**config.mk**
```make
export PLATFORM = sky130hd
export DESIGN_NAME = axi_lite_master
export DESIGN_NICKNAME = d
export VERILOG_FILES = /design/src/rtl/axi_lite_master.sv
export SDC_FILE = /design/constraint.sdc
export NUM_CORES = 1
export LEC_CHECK = 0
export BUFFER_PORTS_ARGS = -buffer_cell sky130_fd_sc_hd__buf_2
export CAP_MARGIN = 30
export CORE_MARGIN = 10
export CORE_UTILIZATION = 45
export DETAILED_ROUTE_END_ITERATION = 16
export PLACE_DENSITY_LB_ADDON = 0.05
export SETUP_SLACK_MARGIN = 0.02
export SLEW_MARGIN = 20
export SYNTH_ARGS = -nofsm -noshare
export SYNTH_HDL_FRONTEND = slang
export SYNTH_SLANG_ARGS = --single-unit
```
**constraint.sdc**
```tcl
create_clock -name m_clk -period 1.79 [get_ports m_clk]
set_clock_uncertainty 0.1 [all_clocks]
set_input_delay 0 -clock m_clk [delete_from_list [all_inputs] [get_ports m_clk]]
set_output_delay 0 -clock m_clk [all_outputs]
set_load 0.01 [all_outputs]
```
**src/rtl/axi_lite_master.sv**
```systemverilog
// ---------------------------------------------------------------------------
// axi_lite_master
//   Minimal single-outstanding AXI-Lite style master. A one-cycle command
//   (cmd_rd / cmd_wr) starts one transaction. The FSM walks the address, data
//   and response handshakes of the selected direction, then pulses done for
//   one cycle. Any phase that waits TIMEOUT cycles without a handshake is
//   aborted and reported with err=1.
//
// Parameters
//   TIMEOUT        cycles allowed per handshake phase (2..255)
//
// Ports
//   m_clk, rst_n                 clock, asynchronous active-low reset
//   cmd_rd, cmd_wr               one-cycle start requests (read has priority)
//   cmd_addr, cmd_wdata          address / write data, sampled on acceptance
//   rdata                        data of the last successfully completed read
//   busy, done, err              status: in progress / end pulse / timeout flag
//   read_address, AR_VALID, AR_READY, data_read, R_VALID, R_READY
//                                read address and read data channels
//   write_address, AW_VALID, AW_READY, write_data, W_VALID, W_READY,
//   B_VALID, B_READY             write address, write data, write response
//
// All outputs come straight from flops, so they never glitch.
// ---------------------------------------------------------------------------
module axi_lite_master #(
    parameter int TIMEOUT = 16
) (
    input  logic       m_clk,
    input  logic       rst_n,
    input  logic       cmd_rd,
    input  logic       cmd_wr,
    input  logic [3:0] cmd_addr,
    input  logic [7:0] cmd_wdata,
    output logic [7:0] rdata,
    output logic       busy,
    output logic       done,
    output logic       err,
    output logic [3:0] read_address,
    output logic       AR_VALID,
    input  logic       AR_READY,
    input  logic [7:0] data_read,
    input  logic       R_VALID,
    output logic       R_READY,
    output logic [3:0] write_address,
    output logic       AW_VALID,
    input  logic       AW_READY,
    output logic [7:0] write_data,
    output logic       W_VALID,
    input  logic       W_READY,
    input  logic       B_VALID,
    output logic       B_READY
);

    localparam logic [2:0] IDLE    = 3'd0;
    localparam logic [2:0] RD_ADDR = 3'd1;
    localparam logic [2:0] RD_DATA = 3'd2;
    localparam logic [2:0] WR_ADDR = 3'd3;
    localparam logic [2:0] WR_DATA = 3'd4;
    localparam logic [2:0] WR_RESP = 3'd5;
    localparam logic [2:0] FINISH  = 3'd6;

    // Last counter value of a phase; a handshake on this cycle still succeeds.
    localparam logic [7:0] CNT_LAST = 8'(TIMEOUT - 1);

    logic [2:0] state_q, state_d;
    logic [7:0] cnt_q, cnt_d;
    logic [3:0] addr_q, addr_d;
    logic [7:0] wdata_q, wdata_d;
    logic [7:0] rdata_q, rdata_d;
    logic       err_q, err_d;
    logic       done_q;
    logic       busy_q;
    logic       ar_valid_q;
    logic       r_ready_q;
    logic       aw_valid_q;
    logic       w_valid_q;
    logic       b_ready_q;
    logic       expired_s;

    assign expired_s = (cnt_q == CNT_LAST);

    // Next-state, latched command fields, captured read data and phase counter.
    always_comb begin
        state_d = state_q;
        cnt_d   = cnt_q;
        addr_d  = addr_q;
        wdata_d = wdata_q;
        rdata_d = rdata_q;
        err_d   = err_q;

        case (state_q)
            IDLE: begin
                if (cmd_rd) begin
                    state_d = RD_ADDR;
                    addr_d  = cmd_addr;
                end else if (cmd_wr) begin
                    state_d = WR_ADDR;
                    addr_d  = cmd_addr;
                    wdata_d = cmd_wdata;
                end else begin
                    state_d = IDLE;
                end
            end
            RD_ADDR: begin
                if (ar_valid_q && AR_READY) begin
                    state_d = RD_DATA;
                end else if (expired_s) begin
                    state_d = FINISH;
                    err_d   = 1'b1;
                end else begin
                    cnt_d = cnt_q + 8'd1;
                end
            end
            RD_DATA: begin
                if (r_ready_q && R_VALID) begin
                    state_d = FINISH;
                    rdata_d = data_read;
                    err_d   = 1'b0;
                end else if (expired_s) begin
                    state_d = FINISH;
                    err_d   = 1'b1;
                end else begin
                    cnt_d = cnt_q + 8'd1;
                end
            end
            WR_ADDR: begin
                if (aw_valid_q && AW_READY) begin
                    state_d = WR_DATA;
                end else if (expired_s) begin
                    state_d = FINISH;
                    err_d   = 1'b1;
                end else begin
                    cnt_d = cnt_q + 8'd1;
                end
            end
            WR_DATA: begin
                if (w_valid_q && W_READY) begin
                    state_d = WR_RESP;
                end else if (expired_s) begin
                    state_d = FINISH;
                    err_d   = 1'b1;
                end else begin
                    cnt_d = cnt_q + 8'd1;
                end
            end
            WR_RESP: begin
                if (b_ready_q && B_VALID) begin
                    state_d = FINISH;
                    err_d   = 1'b0;
                end else if (expired_s) begin
                    state_d = FINISH;
                    err_d   = 1'b1;
                end else begin
                    cnt_d = cnt_q + 8'd1;
                end
            end
            FINISH: begin
                // Commands seen in this cycle are intentionally dropped.
                state_d = IDLE;
            end
            default: begin
                state_d = IDLE;
            end
        endcase

        // Every state change starts the new phase with a fresh counter.
        if (state_d != state_q) begin
            cnt_d = 8'd0;
        end else begin
            cnt_d = cnt_d;
        end
    end

    // State, datapath and status registers; handshake outputs are decoded
    // from the next state so they line up with state_q cycle for cycle.
    always_ff @(posedge m_clk or negedge rst_n) begin
        if (!rst_n) begin
            state_q    <= IDLE;
            cnt_q      <= 8'd0;
            addr_q     <= 4'd0;
            wdata_q    <= 8'd0;
            rdata_q    <= 8'd0;
            err_q      <= 1'b0;
            done_q     <= 1'b0;
            busy_q     <= 1'b0;
            ar_valid_q <= 1'b0;
            r_ready_q  <= 1'b0;
            aw_valid_q <= 1'b0;
            w_valid_q  <= 1'b0;
            b_ready_q  <= 1'b0;
        end else begin
            state_q    <= state_d;
            cnt_q      <= cnt_d;
            addr_q     <= addr_d;
            wdata_q    <= wdata_d;
            rdata_q    <= rdata_d;
            err_q      <= err_d;
            done_q     <= (state_d == FINISH);
            busy_q     <= (state_d != IDLE) && (state_d != FINISH);
            ar_valid_q <= (state_d == RD_ADDR);
            r_ready_q  <= (state_d == RD_DATA);
            aw_valid_q <= (state_d == WR_ADDR);
            w_valid_q  <= (state_d == WR_DATA);
            b_ready_q  <= (state_d == WR_RESP);
        end
    end

    assign rdata         = rdata_q;
    assign busy          = busy_q;
    assign done          = done_q;
    assign err           = err_q;
    assign read_address  = addr_q;
    assign write_address = addr_q;
    assign write_data    = wdata_q;
    assign AR_VALID      = ar_valid_q;
    assign R_READY       = r_ready_q;
    assign AW_VALID      = aw_valid_q;
    assign W_VALID       = w_valid_q;
    assign B_READY       = b_ready_q;

endmodule

```
== After elaboration in Yosys (flattened, before gate mapping) ==
Index checks and enable logic that the tools add are counted.

* Flip-flop bits (word level): 39
* Latch bits: 0
* Bits in writable memories: 0
* Memory bits (read-only): 0
* Input port bits: 29
* Output and inout port bits: 32
* Memories: 0

* $add $sub $neg: 1
* Multiply operators: 0
* Div/mod/pow operators: 0
* Magnitude comparators: 0
* Equal/unequal tests: 22
* Shift operators: 0
* Multiplexer cells: 26
* Bitwise gates (word level): 1
* Reductions and logical operators: 16

{| class="wikitable"
|+ Operators with widths
! operator !! count
|-
| $mux W8 || 7
|-
| $pmux W8 S5 || 1
|-
| $mux W3 || 6
|-
| $ne A3 B3 Y1 const B || 6
|-
| $pmux W3 S6 || 1
|-
| $eq A3 B3 Y1 const B || 5
|-
| $eq A3 B2 Y1 const B || 4
|-
| $add A8 B1 Y8 const B || 1
|-
| $eq A8 B4 Y1 const B || 1
|-
| $mux W4 || 2
|-
| $eq A3 B1 Y1 const B || 2
|-
| $logic_and A1 B1 Y1 || 6
|-
| $mux W1 || 6
|-
| $ne A2 B2 Y1 const B || 3
|-
| $reduce_and A6 Y1 || 1
|-
| $reduce_bool A6 Y1 || 1
|-
| $pmux W1 S5 || 1
|-
| $reduce_bool A5 Y1 || 1
|-
| $mux W2 || 2
|-
| $reduce_and A2 Y1 || 2
|-
| $reduce_and A4 Y1 || 1
|-
| $logic_not A3 Y1 || 1
|-
| $ne A3 B3 Y1 || 1
|-
| $reduce_and A3 Y1 || 1
|-
| 3 further kinds || 3
|}

== Longest topological paths before layout ==
* Depth in word-level cells: 7
* Gate-level depth with buffers: 6
* Depth with buffers taken out: 6

== Worst setup path after synthesis ==
No wires, ideal clock.

* Path type: reg2reg
* Start point: reg cnt_q[0]
* End point: reg cnt_q[2]
* Setup time: 0.078 ns
* Arrival: 1.766 ns
* Required time: 1.612 ns
* Setup slack: -0.154 ns
* Stages on the path, launching flop included: 7
* Path buffers: 0
* Path through: dfrtp_1 -> ha_1 -> nand3_1 -> nand2b_1 -> o2111ai_4 -> a2111o_1 -> a21oi_1

* Longest elaborated chain between the ends: 7
* Elaborated cells on any way between the ends: 25
* Those cells by class: add/sub (1); eq/ne (7); mux (15); reduce/logical (2)

{| class="wikitable"
|+ Ends and longest elaborated chain
! item !! line !! RTL
|-
| start, declared || 66 || <nowiki>logic [7:0] cnt_q, cnt_d;</nowiki>
|-
| start signal, assigned || 193 || <nowiki>cnt_q <= cnt_d;</nowiki>
|-
| $eq A8 B4 Y1 (*) || 80 || <nowiki>assign expired_s = (cnt_q == CNT_LAST);</nowiki>
|-
| $mux W3 (*) || -- ||
|-
| $mux W3, on equally long branches || -- ||
|-
| $pmux W3 S6 (*) || 91 || <nowiki>case (state_q)</nowiki>
|-
| named net state_d[1] || 65 || <nowiki>logic [2:0] state_q, state_d;</nowiki>
|-
| $ne A3 B3 Y1 (*) || 167 || <nowiki>if (state_d != state_q) begin</nowiki>
|-
| $reduce_bool A6 Y1 (no line) or $ne A3 B3 Y1 (tied branches) || -- ||
|-
| $reduce_and A6 Y1 (no line) || -- ||
|}

The timed path passes the listed nets; every way through them passes the cells marked *. The select of a mux whose other input is x is not followed.
A chain may end at the register's enable or synchronous reset.

== Worst setup path after layout ==
* Start point: reg state_q[2]
* End point: reg cnt_q[2]

* Longest elaborated chain between the ends: 6
* Elaborated cells on any way between the ends: 23
* Those cells by class: eq/ne (11); mux (9); reduce/logical (3)

{| class="wikitable"
|+ Ends and longest elaborated chain
! item !! line !! RTL
|-
| start, declared || 65 ||
|-
| start signal, assigned || 192 || <nowiki>state_q <= state_d;</nowiki>
|-
| $mux W3 || -- ||
|-
| $mux W3, on equally long branches || -- ||
|-
| $pmux W3 S6 || 91 ||
|-
| $ne A3 B3 Y1 || 167 ||
|-
| $reduce_bool A6 Y1 (no line) or $ne A3 B3 Y1 (tied branches) || -- ||
|-
| $reduce_and A6 Y1 (no line) || -- ||
|}

Several ways; a longest one is shown, not always the timed one.

==> summary.txt <==
Global route
  • First-pass GRT wire length: 9050 microns
  • Initial antenna violation count: 0
  • Largest net degree at the start of global routing: 40
  • Total track usage: 15.5%
  • Total grt overflow: 0
  • Number of global-route vias before repair: 1905

Detailed routing
  • Antenna viol nets, final: 0
  • Via count: 1706
  • DR iter-0 viols: 68
  • Drt total wl: 5450 microns
  • # DRC: 0
  • Mean number of vias per cell: 5.19
  • Post-DR wirelength/cell: 16.6 microns
  • Total iterations of the first detailed-routing run: 4

Worst hold path
  • Hold Crit Class: in -> async

Clocking
  • Worst-path clk slew: 80 ps
  • TritonCTS buffer count: 5
  • Deepest clock path buffer count: 2
  • CTS tree: built
  • Skew-Pair Late Insertion Delay: 300 ps
  • Total clock sinks: 39
  • H-Tree Depth: 2
  • Root buf cell: clkbuf_8

Floorplanning
  • Height of the die: 84.1 microns
  • Cell Rows: 23
  • Core Area: 0.00400 sq mm
  • # IOs: 61
  • Initial Utilization: 46.2%
  • Die area: 0.00707 sq mm
  • Chip Width: 84.1 microns

Worst setup path
  • Worst EP arrival: 2080 ps
  • Worst-path fanout max: 7
  • Worst Reg2Reg Path Length in Cells: 5
  • CP max stage delay: 470 ps
  • Critical path class: reg -> reg
  • Critical Path Source Type: flip-flop
  • R2R Setup Slk: -160 ps
  • CP max stage cell: dfrtp_2
  • Cell breakdown of the critical path: or3b_4 -> o2bb2ai_4 -> o211ai_1 -> or3_1 -> a21oi_1
  • Critical R2R Capture: cnt_q[2]$_DFFE_PN0P_
  • FF-to-FF Start: state_q[2]$_DFF_PN0_
  • Setup crit end kind: flip-flop
  • Req. time, crit path: 1920 ps

Placement
  • DP Area: 0.00245 sq mm
  • PortBufs: 60
  • DP Wirelength: 3910 microns
  • GP Congestion: 0.905

Run status
  • Outcome: finished, violations left
  • Violated checks: negative setup slack

Cells and area
  • Nets: 308
  • Ant diodes: 0
  • Final core occ: 73.4%
  • Synthesis-to-finish area growth: 58.9%
  • Finished Cell Area: 0.00294 sq mm
  • Layout cells sized above 1: 54.1%
  • FILL cells: 292

STA
  • Final-report setup violation count: 11
  • Final worst-path cycle share: 109%
  • Max transition margin: 72.3%
  • Final hold violations: 0
  • Worst slew pin tran: 413 ps
  • WHS: 84.5 ps
  • Max Fclk: 0.512 GHz
  • RSZ-0062 raised after global routing: true
  • Final Max Tran Viols: 0
  • Minimum clock period: 1950 ps
  • Final worst slack: -162 ps

Synth
  • Post-synth top area share: 52.8%
  • Ranking of synthesized cells by area: dfrtp_1 53%, mux2_2 12%, a21oi_1 2.4%, nand3_1 2.2%, buf_4 2.0%
  • Syn avg cell area: 11.8 sq um
  • Ys async rst share: 100%
  • Commonest cells post-synth: 39 x dfrtp_1, 20 x mux2_2, 9 x a21oi_1, 9 x nor2_1, 8 x nand3_1
  • Library cells used by synthesis: 44
  • Most numerous cell in the Yosys netlist: dfrtp_1
  • Post-synth EDFFs: 0
  • #FFs+latches synth: 39
  • Prevailing post-synth register cell: dfrtp_1
  • Register area share after synthesis: 52.8%
  • Synth warnings: 0
  • Syn Inst Count: 156
  • Synthesized area: 0.00185 sq mm
  • Synth area leader: dfrtp_1
  • Post-Synthesis Net Count: 186

Flow run
  • # Max-Cap Violations: 0

Pwr
  • PnR Total Power: 4760 uW
  • Peak VDD IR: 921 uV
  • Cell area power density: 1620 mW/mm^2
  • Leakage: 0.00143 uW
-- state kept, by name (all words and copies together), names as in the netlist --
register      flops
state_q           3
R_READY           1
write_data        8
B_READY           1
rdata             8
done              1
err               1
AR_VALID          1
read_address      4
AW_VALID          1
cnt_q             8
busy              1
W_VALID           1
-- what timing repair did --
| action | 4_1_cts | 5_1_grt |
|---|---|---|
| hold buffers | 22 | 0 |
| endpoints found under the hold margin | 60 | 0 |
| pin swaps | 3 | 4 |
| buffers inserted | 1 | 5 |
| gates resized for setup | 9 | 9 |
| endpoints found under the setup margin | 12 | 27 |
-- through the flow --
step / cells / TNS (ps) / setup WS (ps)
2_1_floorplan: 156 / -151 / -50.5
3_3_place_gp: 293 / -1300 / -175
3_5_place_dp: 293 / -1650 / -218
4_1_cts: 324 / -1390 / -155
5_1_grt: 329 / -2470 / -259
6_report: 329 / -1180 / -162
-- report_power, final --
group	internal, uW	switching [uW]	leakage, uW
combinational	1250	1190	0.000875
clock	556	323	0.0000644
sequential	1230	215	0.000492
total	3040	1720	0.00143
-- metal layers --
metal	up-vias	part of all wire, %	global-route usage (%)
li1	813	-	-
met1	851	37	15.4
met2	35	56	29.0
met3	7	5.9	5.66
met4	0	1.2	4.72
met5	-	0	0
-- worst max-delay path by stage --
stage                                     from              endpoint  slack, ps  cells after the start
final                     state_q[2]$_DFF_PN0_  cnt_q[2]$_DFFE_PN0P_       -160                      5
after global routing      state_q[0]$_DFF_PN0_  cnt_q[4]$_DFFE_PN0P_       -260                      5
after CTS                 state_q[0]$_DFF_PN0_  cnt_q[3]$_DFFE_PN0P_       -160                      7
after detailed placement  state_q[2]$_DFF_PN0_  cnt_q[3]$_DFFE_PN0P_       -220                      5
after global placement    state_q[2]$_DFF_PN0_  cnt_q[1]$_DFFE_PN0P_       -170                      6
after floorplan           state_q[2]$_DFF_PN0_  cnt_q[2]$_DFFE_PN0P_        -50                      5
-- final cells by class --
type / instances / area [sq um] / area share (%)
timing repair buffer: 121 / 826 / 28.1
clock inverter: 3 / 67.6 / 2.30
sequential: 39 / 977 / 33.3
inverter: 5 / 18.8 / 0.639
multi-input combinational: 106 / 916 / 31.2
clock buffer: 5 / 68.8 / 2.34
tap: 50 / 62.6 / 2.13
-- kinds of logic (layout without fill, tap and decap cells) --
group / count (synthesis) / count (layout) / share of synthesized area, %
AND/OR/NAND/NOR: 53 / 53 / 16.6
flip-flops: 39 / 39 / 52.8
XOR/XNOR: 2 / 2 / 0.948
AO/OA/AOI/OAI: 29 / 29 / 12.9
buffers and inverters: 11 / 134 / 3.32
multiplexers: 21 / 21 / 12.7
adder cells (fa/ha/maj): 1 / 1 / 0.677
-- worst max-delay path, delay by kind of cell (launching register included) --
kind | cells | cell delay [ps]
AO/OA/AOI/OAI | 3 | 510
AND/OR/NAND/NOR | 2 | 810
flip-flops | 1 | 470
-- cell usage in the layout, fill, tap and decap left out, types with 2 or more instances in the layout --
cell type      instances
buf_2                 60
dfrtp_1               38
buf_4                 38
dlygate4sd3_1         22
mux2_2                20
a21oi_1                9
nor2_1                 7
nand2_1                6
nand3_1                6
inv_1                  5
clkbuf_8               5
and3b_1                3
and2_1                 3
nand3b_1               3
o21ai_0                3
or3_1                  3
nand3_2                2
nand2b_4               2
nor2b_4                2
nand2b_1               2
o211ai_1               2
nor2_2                 2
o31ai_1                2
or4_1                  2
bufinv_16              2
(Power assumes the default switching activity.)
